<file path="config.mk">
export PLATFORM = sky130hd
export DESIGN_NAME = uart_rx_apb_bridge
export DESIGN_NICKNAME = d
export VERILOG_FILES = /design/src/rtl/uart_rx_apb_bridge.sv
export SDC_FILE = /design/constraint.sdc
export NUM_CORES = 1
export LEC_CHECK = 0
export CAP_MARGIN = 20
export CORE_MARGIN = 2
export CORE_UTILIZATION = 55
export CTS_CLUSTER_DIAMETER = 50
export CTS_CLUSTER_SIZE = 25
export DETAILED_ROUTE_END_ITERATION = 10
export GPL_TIMING_DRIVEN = 0
export PLACE_DENSITY = 0.85
export SLEW_MARGIN = 5
export SYNTH_ARGS = -nofsm -noshare
export SYNTH_HDL_FRONTEND = slang
export SYNTH_SLANG_ARGS = --single-unit
</file>
<file path="constraint.sdc">
create_clock -name PCLK -period 5.23 [get_ports PCLK]
set_input_delay 0.523 -clock PCLK [delete_from_list [all_inputs] [get_ports PCLK]]
set_output_delay 0.523 -clock PCLK [all_outputs]
set_load 0.01 [all_outputs]
</file>
<file path="src/rtl/uart_rx_apb_bridge.sv">
// UART receive to APB bridge.
// Deserialises 8N1 frames, packs bytes into N_AES-bit blocks and writes each
// block as NWORDS words through an APB master. The bus runs independently of
// the receiver, so a block can arrive while the previous one is still on the bus.
module uart_rx_apb_bridge #(
    parameter int DATA_WIDTH = 32,
    parameter int ADDR_WIDTH = 32,
    parameter int NBYTES     = DATA_WIDTH / 8,
    parameter int N_AES      = 128,
    parameter int NTICKS     = 16,
    parameter int MAX_BLOCKS = 4
) (
    input  logic                  PCLK,
    input  logic                  PRESETn,
    input  logic                  en,
    input  logic [10:0]           divisor,
    input  logic [ADDR_WIDTH-1:0] start_addr,
    input  logic                  rx,
    output logic                  PSELx,
    output logic                  PENABLE,
    output logic                  PWRITE,
    output logic [NBYTES-1:0]     PSTRB,
    output logic [ADDR_WIDTH-1:0] PADDR,
    output logic [DATA_WIDTH-1:0] PWDATA,
    input  logic                  PREADY,
    output logic [N_AES-1:0]      block_data,
    output logic                  block_valid,
    output logic                  frame_err,
    output logic                  overrun,
    output logic                  busy
);
    localparam int NWORDS    = N_AES / DATA_WIDTH;
    localparam int BLK_BYTES = N_AES / 8;
    localparam int SW        = $clog2(NTICKS);
    localparam int BCW       = $clog2(BLK_BYTES);
    localparam int WW        = (NWORDS > 1) ? $clog2(NWORDS) : 1;
    localparam int IW        = (MAX_BLOCKS > 1) ? $clog2(MAX_BLOCKS) : 1;

    typedef enum logic [1:0] {RX_IDLE, RX_START, RX_DATA, RX_STOP} rx_state_t;
    typedef enum logic [1:0] {AP_IDLE, AP_SETUP, AP_ACCESS} apb_state_t;

    logic rx_meta, rx_s;
    logic [10:0] tick_cnt;
    logic tick;

    rx_state_t rx_state, rx_state_n;
    logic [SW-1:0] s_cnt, s_cnt_n;
    logic [2:0] n_cnt, n_cnt_n;
    logic [7:0] sh, sh_n;
    logic byte_done, ferr_n;

    logic [N_AES-1:0] asm_reg, full_blk, blk_src;
    logic [BCW-1:0] byte_cnt;
    logic last_byte, hold_free, handoff, apb_done;
    logic [IW-1:0] blk_idx, idx_inc, idx_cur;
    logic [ADDR_WIDTH-1:0] blk_base, new_base, base_src;

    apb_state_t apb_state, apb_n;
    logic [WW-1:0] word, word_n;
    logic [NWORDS-1:0][DATA_WIDTH-1:0] src_words;

    // Two-flop synchroniser; idles high like the line.
    always_ff @(posedge PCLK or negedge PRESETn)
        if (!PRESETn) begin
            rx_meta <= 1'b1;
            rx_s    <= 1'b1;
        end else begin
            rx_meta <= rx;
            rx_s    <= rx_meta;
        end

    // Free-running oversample tick every divisor+1 cycles; >= tolerates divisor shrinking.
    assign tick = (tick_cnt >= divisor);
    always_ff @(posedge PCLK or negedge PRESETn)
        if (!PRESETn) tick_cnt <= '0;
        else          tick_cnt <= tick ? 11'd0 : tick_cnt + 11'd1;

    // RX state register and bit/tick counters.
    always_ff @(posedge PCLK or negedge PRESETn)
        if (!PRESETn) begin
            rx_state <= RX_IDLE;
            s_cnt    <= '0;
            n_cnt    <= '0;
            sh       <= '0;
        end else begin
            rx_state <= rx_state_n;
            s_cnt    <= s_cnt_n;
            n_cnt    <= n_cnt_n;
            sh       <= sh_n;
        end

    // RX next state: mid-start check, centre-of-bit sampling, stop-bit verdict.
    always_comb begin
        rx_state_n = rx_state;
        s_cnt_n    = s_cnt;
        n_cnt_n    = n_cnt;
        sh_n       = sh;
        byte_done  = 1'b0;
        ferr_n     = 1'b0;
        case (rx_state)
            RX_IDLE: if (!rx_s) begin
                rx_state_n = RX_START;
                s_cnt_n    = '0;
            end
            RX_START: if (tick) begin
                if (s_cnt == SW'(NTICKS/2 - 1)) begin
                    s_cnt_n    = '0;
                    n_cnt_n    = '0;
                    rx_state_n = rx_s ? RX_IDLE : RX_DATA;
                end else s_cnt_n = s_cnt + SW'(1);
            end
            RX_DATA: if (tick) begin
                if (s_cnt == SW'(NTICKS - 1)) begin
                    s_cnt_n = '0;
                    sh_n    = {rx_s, sh[7:1]};
                    if (n_cnt == 3'd7) rx_state_n = RX_STOP;
                    else               n_cnt_n    = n_cnt + 3'd1;
                end else s_cnt_n = s_cnt + SW'(1);
            end
            RX_STOP: if (tick) begin
                if (s_cnt == SW'(NTICKS - 1)) begin
                    byte_done  = rx_s;
                    ferr_n     = !rx_s;
                    rx_state_n = RX_IDLE;
                end else s_cnt_n = s_cnt + SW'(1);
            end
            default: rx_state_n = RX_IDLE;
        endcase
        if (!en) begin
            rx_state_n = RX_IDLE;
            byte_done  = 1'b0;
            ferr_n     = 1'b0;
        end
    end

    // Handoff decode. A buffer freeing this cycle counts as free.
    assign apb_done  = (apb_state == AP_ACCESS) && PREADY && (word == WW'(NWORDS - 1));
    assign hold_free = !busy || apb_done;
    assign full_blk  = {asm_reg[N_AES-9:0], sh};
    assign last_byte = byte_done && (byte_cnt == BCW'(BLK_BYTES - 1));
    assign handoff   = last_byte && hold_free;
    assign idx_inc   = (blk_idx == IW'(MAX_BLOCKS - 1)) ? '0 : blk_idx + IW'(1);
    assign idx_cur   = apb_done ? idx_inc : blk_idx;
    assign new_base  = start_addr + ADDR_WIDTH'(idx_cur) * ADDR_WIDTH'(BLK_BYTES);
    assign blk_src   = handoff ? full_blk : block_data;
    assign base_src  = handoff ? new_base : blk_base;
    assign src_words = blk_src;

    // Byte assembly, holding buffer (block_data) and status pulses.
    always_ff @(posedge PCLK or negedge PRESETn)
        if (!PRESETn) begin
            asm_reg     <= '0;
            byte_cnt    <= '0;
            block_data  <= '0;
            block_valid <= 1'b0;
            frame_err   <= 1'b0;
            overrun     <= 1'b0;
            busy        <= 1'b0;
            blk_idx     <= '0;
            blk_base    <= '0;
        end else begin
            block_valid <= handoff;
            frame_err   <= ferr_n;
            overrun     <= last_byte && !hold_free;
            if (!en) byte_cnt <= '0;
            else if (byte_done) begin
                asm_reg  <= full_blk;
                byte_cnt <= last_byte ? '0 : byte_cnt + BCW'(1);
            end
            if (handoff) begin
                block_data <= full_blk;
                blk_base   <= new_base;
            end
            if (handoff)       busy <= 1'b1;
            else if (apb_done) busy <= 1'b0;
            if (apb_done) blk_idx <= idx_inc;
        end

    // APB state register.
    always_ff @(posedge PCLK or negedge PRESETn)
        if (!PRESETn) begin
            apb_state <= AP_IDLE;
            word      <= '0;
        end else begin
            apb_state <= apb_n;
            word      <= word_n;
        end

    // APB next state: SETUP/ACCESS per word, back to back, no idle gaps.
    always_comb begin
        apb_n  = apb_state;
        word_n = word;
        case (apb_state)
            AP_IDLE: if (handoff) begin
                apb_n  = AP_SETUP;
                word_n = '0;
            end
            AP_SETUP: apb_n = AP_ACCESS;
            AP_ACCESS: if (PREADY) begin
                if (word == WW'(NWORDS - 1)) begin
                    apb_n  = handoff ? AP_SETUP : AP_IDLE;
                    word_n = '0;
                end else begin
                    apb_n  = AP_SETUP;
                    word_n = word + WW'(1);
                end
            end
            default: apb_n = AP_IDLE;
        endcase
    end

    // Registered bus outputs, computed from the next state so they align with it.
    always_ff @(posedge PCLK or negedge PRESETn)
        if (!PRESETn) begin
            PSELx   <= 1'b0;
            PENABLE <= 1'b0;
            PWRITE  <= 1'b0;
            PSTRB   <= '0;
            PADDR   <= '0;
            PWDATA  <= '0;
        end else begin
            PSELx   <= (apb_n != AP_IDLE);
            PENABLE <= (apb_n == AP_ACCESS);
            PWRITE  <= (apb_n != AP_IDLE);
            PSTRB   <= (apb_n != AP_IDLE) ? {NBYTES{1'b1}} : '0;
            PADDR   <= (apb_n != AP_IDLE) ? base_src + ADDR_WIDTH'(word_n) * ADDR_WIDTH'(NBYTES) : '0;
            PWDATA  <= (apb_n != AP_IDLE) ? src_words[WW'(NWORDS - 1) - word_n] : '0;
        end

endmodule

</file>
==> results_tabular.tex <==
\begin{tabular}{lr}
\hline
Metric & Value \\
\hline
\multicolumn{2}{l}{\textbf{Clock network}} \\
\quad Number of levels the H-tree was split into & 1 \\
\quad Maximum clock path buffer count & 3 \\
\quad Clock tree from TritonCTS & yes \\
\quad Source-to-sink clock delay at the later pin of the worst-skew pair & 0.60 ns \\
\quad Clock-pin slew of the registers on the worst-case setup and hold paths & 0.08 ns \\
\quad Buffer type at the clock tree root & clkbuf\_16 \\
\quad Post-CTS setup buffer count & 0 \\
\quad Number of sinks on the clock net & 390 \\
\quad TritonCTS Buffers & 31 \\
\multicolumn{2}{l}{\textbf{Place}} \\
\quad HPWL after DPL & 38.2 mm \\
\quad Quantity of I/O buffers inserted on ports & 245 \\
\quad Count of placed standard cells including taps & 2,332 \\
\quad RD Place Congestion & 0.916 \\
\multicolumn{2}{l}{\textbf{Critical path}} \\
\quad Setup Crit Path Kind & reg2reg \\
\quad Required @ worst endpoint & 5.71 ns \\
\quad Source of the worst register-to-register timing path & tick\_cnt[2] \\
\quad Arrival time of data at the critical path endpoint & 5.47 ns \\
\quad Cells along the critical path & ha\_1 -> a21oi\_1 -> o21ai\_0 -> and4\_1 -> o21ai\_2 -> a21o\_1 -> a21oi\_4 -> clkbuf\_1 -> buf\_2 -> inv\_1 -> ha\_1 -> inv\_1 -> fa\_1 -> clkbuf\_2 -> nand4b\_1 -> and2\_1 -> a2111oi\_2 -> mux2i\_1 \\
\quad Element type at the critical path end & flop \\
\quad Kind of launch point of the worst setup path & flop \\
\quad Worst setup path endpoint & PADDR[30] \\
\quad Crit Path Max Fanout & 10 \\
\quad CP max-delay cell & dfrtp\_1 \\
\quad R2r endpoint & PADDR[30] \\
\quad Worst reg2reg path depth & 18 \\
\quad Slowest stage delay, CP & 0.46 ns \\
\quad Critical path startpoint & tick\_cnt[2] \\
\quad Flop2flop setup slack & 0.24 ns \\
\multicolumn{2}{l}{\textbf{Synthesis}} \\
\quad Post-synth ARST share & 100\% \\
\quad EDFF count, synth & 0 \\
\quad Total of flip-flops plus latches after synthesis & 390 \\
\quad Post-Syn Area & 17,500 µm² \\
\quad Yosys synthesis warning count & 0 \\
\quad Top\_reg\_cell synth & dfrtp\_1 \\
\quad Synth Net Count & 1,751 \\
\quad Number of library cell types mapped by synthesis & 71 \\
\quad Syn\_area\_per\_cell & 10.4 µm² \\
\quad Post-Syn Instances & 1,679 \\
\quad Proportion of synthesized chip area in sequential cells & 55.7\% \\
\multicolumn{2}{l}{\textbf{Final layout}} \\
\quad Post-layout instance count excluding filler cells & 2,388 \\
\quad Total of fill cells in the finished design & 2,232 \\
\quad Number of flip-flops under the largest register name & 128 \\
\quad Area overhead of the layout relative to synthesis & 24.4\% \\
\quad Nets & 2,034 \\
\quad Antenna diode count & 0 \\
\quad Fraction of final layout cells with drive strength greater than 1 & 13.3\% \\
\multicolumn{2}{l}{\textbf{Timing}} \\
\quad Achievable frequency & 0.200 GHz \\
\quad Slew at the pin with the worst max-slew slack & 0.812 ns \\
\quad Final period utilization & 95.4\% \\
\quad Tightest slew margin relative to the limit & 45.4\% \\
\quad Number of setup violations in the final report & 0 \\
\quad Count of final hold-check violations & 0 \\
\quad Tmin final & 4.99 ns \\
\quad Max-slew violation total from the final report & 0 \\
\quad Worst Skew & 0.0268 ns \\
\quad Setup\_tns & 0 ns \\
\quad Worst hold slack & 0.342 ns \\
\multicolumn{2}{l}{\textbf{GRT}} \\
\quad Global-route wire length before repair & 80.7 mm \\
\quad Maximum number of pins on one net before global-route repair & 109 \\
\quad Global router's overall resource usage & 31.3\% \\
\quad Number of antenna violations at the first check in global routing & 1 \\
\quad Vias in the first global route & 14.3k \\
\quad Total global routing overflow & 0 \\
\multicolumn{2}{l}{\textbf{Routing}} \\
\quad Average vias per placed instance & 5.90 \\
\quad Number of nets with antenna violations after detailed routing & 0 \\
\quad Number of optimization iterations in the first detailed-route pass & 6 \\
\quad Total length of routed wires & 51.8 mm \\
\quad Number of DRC markers in iteration 0 & 1,144 \\
\quad DRC & 0 \\
\quad Routed WL per cell & 21.7 µm \\
\quad Via Count & 14.1k \\
\multicolumn{2}{l}{\textbf{Power}} \\
\quad Share of power burned in registers & 50.9\% \\
\quad Pwr Density & 279 nW/µm² \\
\quad Portion of total power attributed to the clock network & 43.4\% \\
\quad Sw Ratio & 26.1\% \\
\quad LEAKAGE & 10.6 nW \\
\quad Largest vdd supply drop & 261 µV \\
\quad Cell-internal power & 4.49 mW \\
\quad Switching component of the power & 1.58 mW \\
\quad Power share of the combinational group & 5.7\% \\
\quad Post-layout power & 6.07 mW \\
\multicolumn{2}{l}{\textbf{Status}} \\
\quad Status & completed \\
\multicolumn{2}{l}{\textbf{Job}} \\
\quad Number of maximum-capacitance violations & 0 \\
\multicolumn{2}{l}{\textbf{Floorplanning}} \\
\quad Die H & 182 µm \\
\quad Standard-cell rows & 65 \\
\quad Die width & 182 µm \\
\quad Starting density of the core & 55.7\% \\
\quad Core box area & 31,500 µm² \\
\quad Boundary Pins & 251 \\
\quad Die footprint & 33,300 µm² \\
\multicolumn{2}{l}{\textbf{Hold path}} \\
\quad Worst min-delay path class & in2reg \\
\hline
\end{tabular}
## cells by family after synthesis
family | synth area share (%)
buffers and inverters | 3.09
adder cells (fa/ha/maj) | 1.80
AND/OR/NAND/NOR | 18.7
multiplexers | 11.6
XOR/XNOR | 2.40
flip-flops | 55.7
AO/OA/AOI/OAI | 6.69
## routing by layer
layer	GRT usage, %	up-vias	part of all wire, %
met5	0	-	0
met4	14.5	0	4.8
met3	4.83	125	7.8
met2	50.2	678	47
met1	42.5	6980	41
li1	-	6310	-
## how the worst min path moves through the flow
stage            start  endpoint  slack [ns]  cells past startpoint
2_1_floorplan  PRESETn  PADDR[0]        0.23                      0
3_3_place_gp   rx_meta      rx_s        0.35                      0
3_5_place_dp   rx_meta      rx_s        0.35                      0
4_1_cts             rx   rx_meta        0.33                      1
5_1_grt             rx   rx_meta        0.34                      1
6_report            rx   rx_meta        0.34                      1
## placed cells by master (no fill, tap or decap), types with 8 or more instances in the layout
cell / count
nand2_1: 469
dfrtp_1: 388
clkdlybuf4s50_1: 244
mux2_2: 137
nor2_1: 87
mux2i_1: 47
and3_1: 45
clkbuf_1: 40
a21oi_1: 38
inv_1: 34
buf_2: 32
o32ai_1: 32
clkbuf_16: 31
xor2_1: 30
o21ai_0: 28
nand3_1: 27
ha_1: 22
nor3_1: 18
xnor2_1: 18
nor2b_1: 15
nand4_1: 13
nor4_1: 11
or3_1: 10
nand3b_1: 9
buf_1: 9
and2_1: 8
## Yosys cell counts, types with 13 or more instances
master    number  share of area (%)
xnor2_1       18               0.90
nor2_1        87                1.9
ha_1          22                1.6
dfrtp_1      388                 55
nor3_1        18               0.51
xor2_1        30                1.5
mux2_2       137                8.8
o32ai_1       32                1.6
nand3_1       27               0.77
nand2_1      469                 10
nor2b_1       15               0.54
a21oi_1       40                1.1
buf_2         31               0.89
clkbuf_1      45               0.96
mux2i_1       47                2.7
inv_1         34               0.73
o21ai_0       28               0.80
nand4_1       13               0.46
and3_1        45                1.6
## per-stage QoR
stage	util (%)	area, µm²	setup WS, ns
global route	69.2	21800	-0.00396
finish	69.2	21800	0.242
global placement	65.1	20500	-12.91
detailed placement	65.5	20600	-1.14
floorplan	-	17500	0.825
CTS	69.2	21800	0.128
## cell type report
| type | count | area (µm²) | share of cell area (%) |
|---|---|---|---|
| tap | 402 | 503 | 2.31 |
| sequential | 390 | 9760 | 44.8 |
| multi-input combinational | 1161 | 7240 | 33.2 |
| clock buffer | 33 | 803 | 3.69 |
| inverter | 35 | 131 | 0.603 |
| buffer | 91 | 412 | 1.89 |
| timing repair buffer | 252 | 2590 | 11.9 |
| clock inverter | 24 | 352 | 1.61 |
## worst max-delay path, delay by kind of cell (launching register included)
family / cells / cell delay [ns]
AOI/OAI and AO/OA: 6 / 1.44
and+or+nand+nor: 3 / 0.75
adders and majority gates: 3 / 0.92
buffers and inverters: 5 / 0.98
muxes: 1 / 0.31
DFF: 1 / 0.46
## power by group through the flow
stage / logic, mW / registers [mW] / clock network [mW]
after floorplan: 0.179 / 3.13 / 0
after global placement: 0.322 / 3.15 / 0
after detailed placement: 0.347 / 3.15 / 0
after CTS: 0.351 / 3.09 / 2.64
after global routing: 0.394 / 3.09 / 2.75
final: 0.349 / 3.09 / 2.63
## repair_timing
action / CTS / global route
hold endpoints to repair: 52 / 0
hold buffers: 1 / 0
gates resized for setup: 4 / 8
setup endpoints to repair: 27 / 27
(Power assumes the default switching activity.)
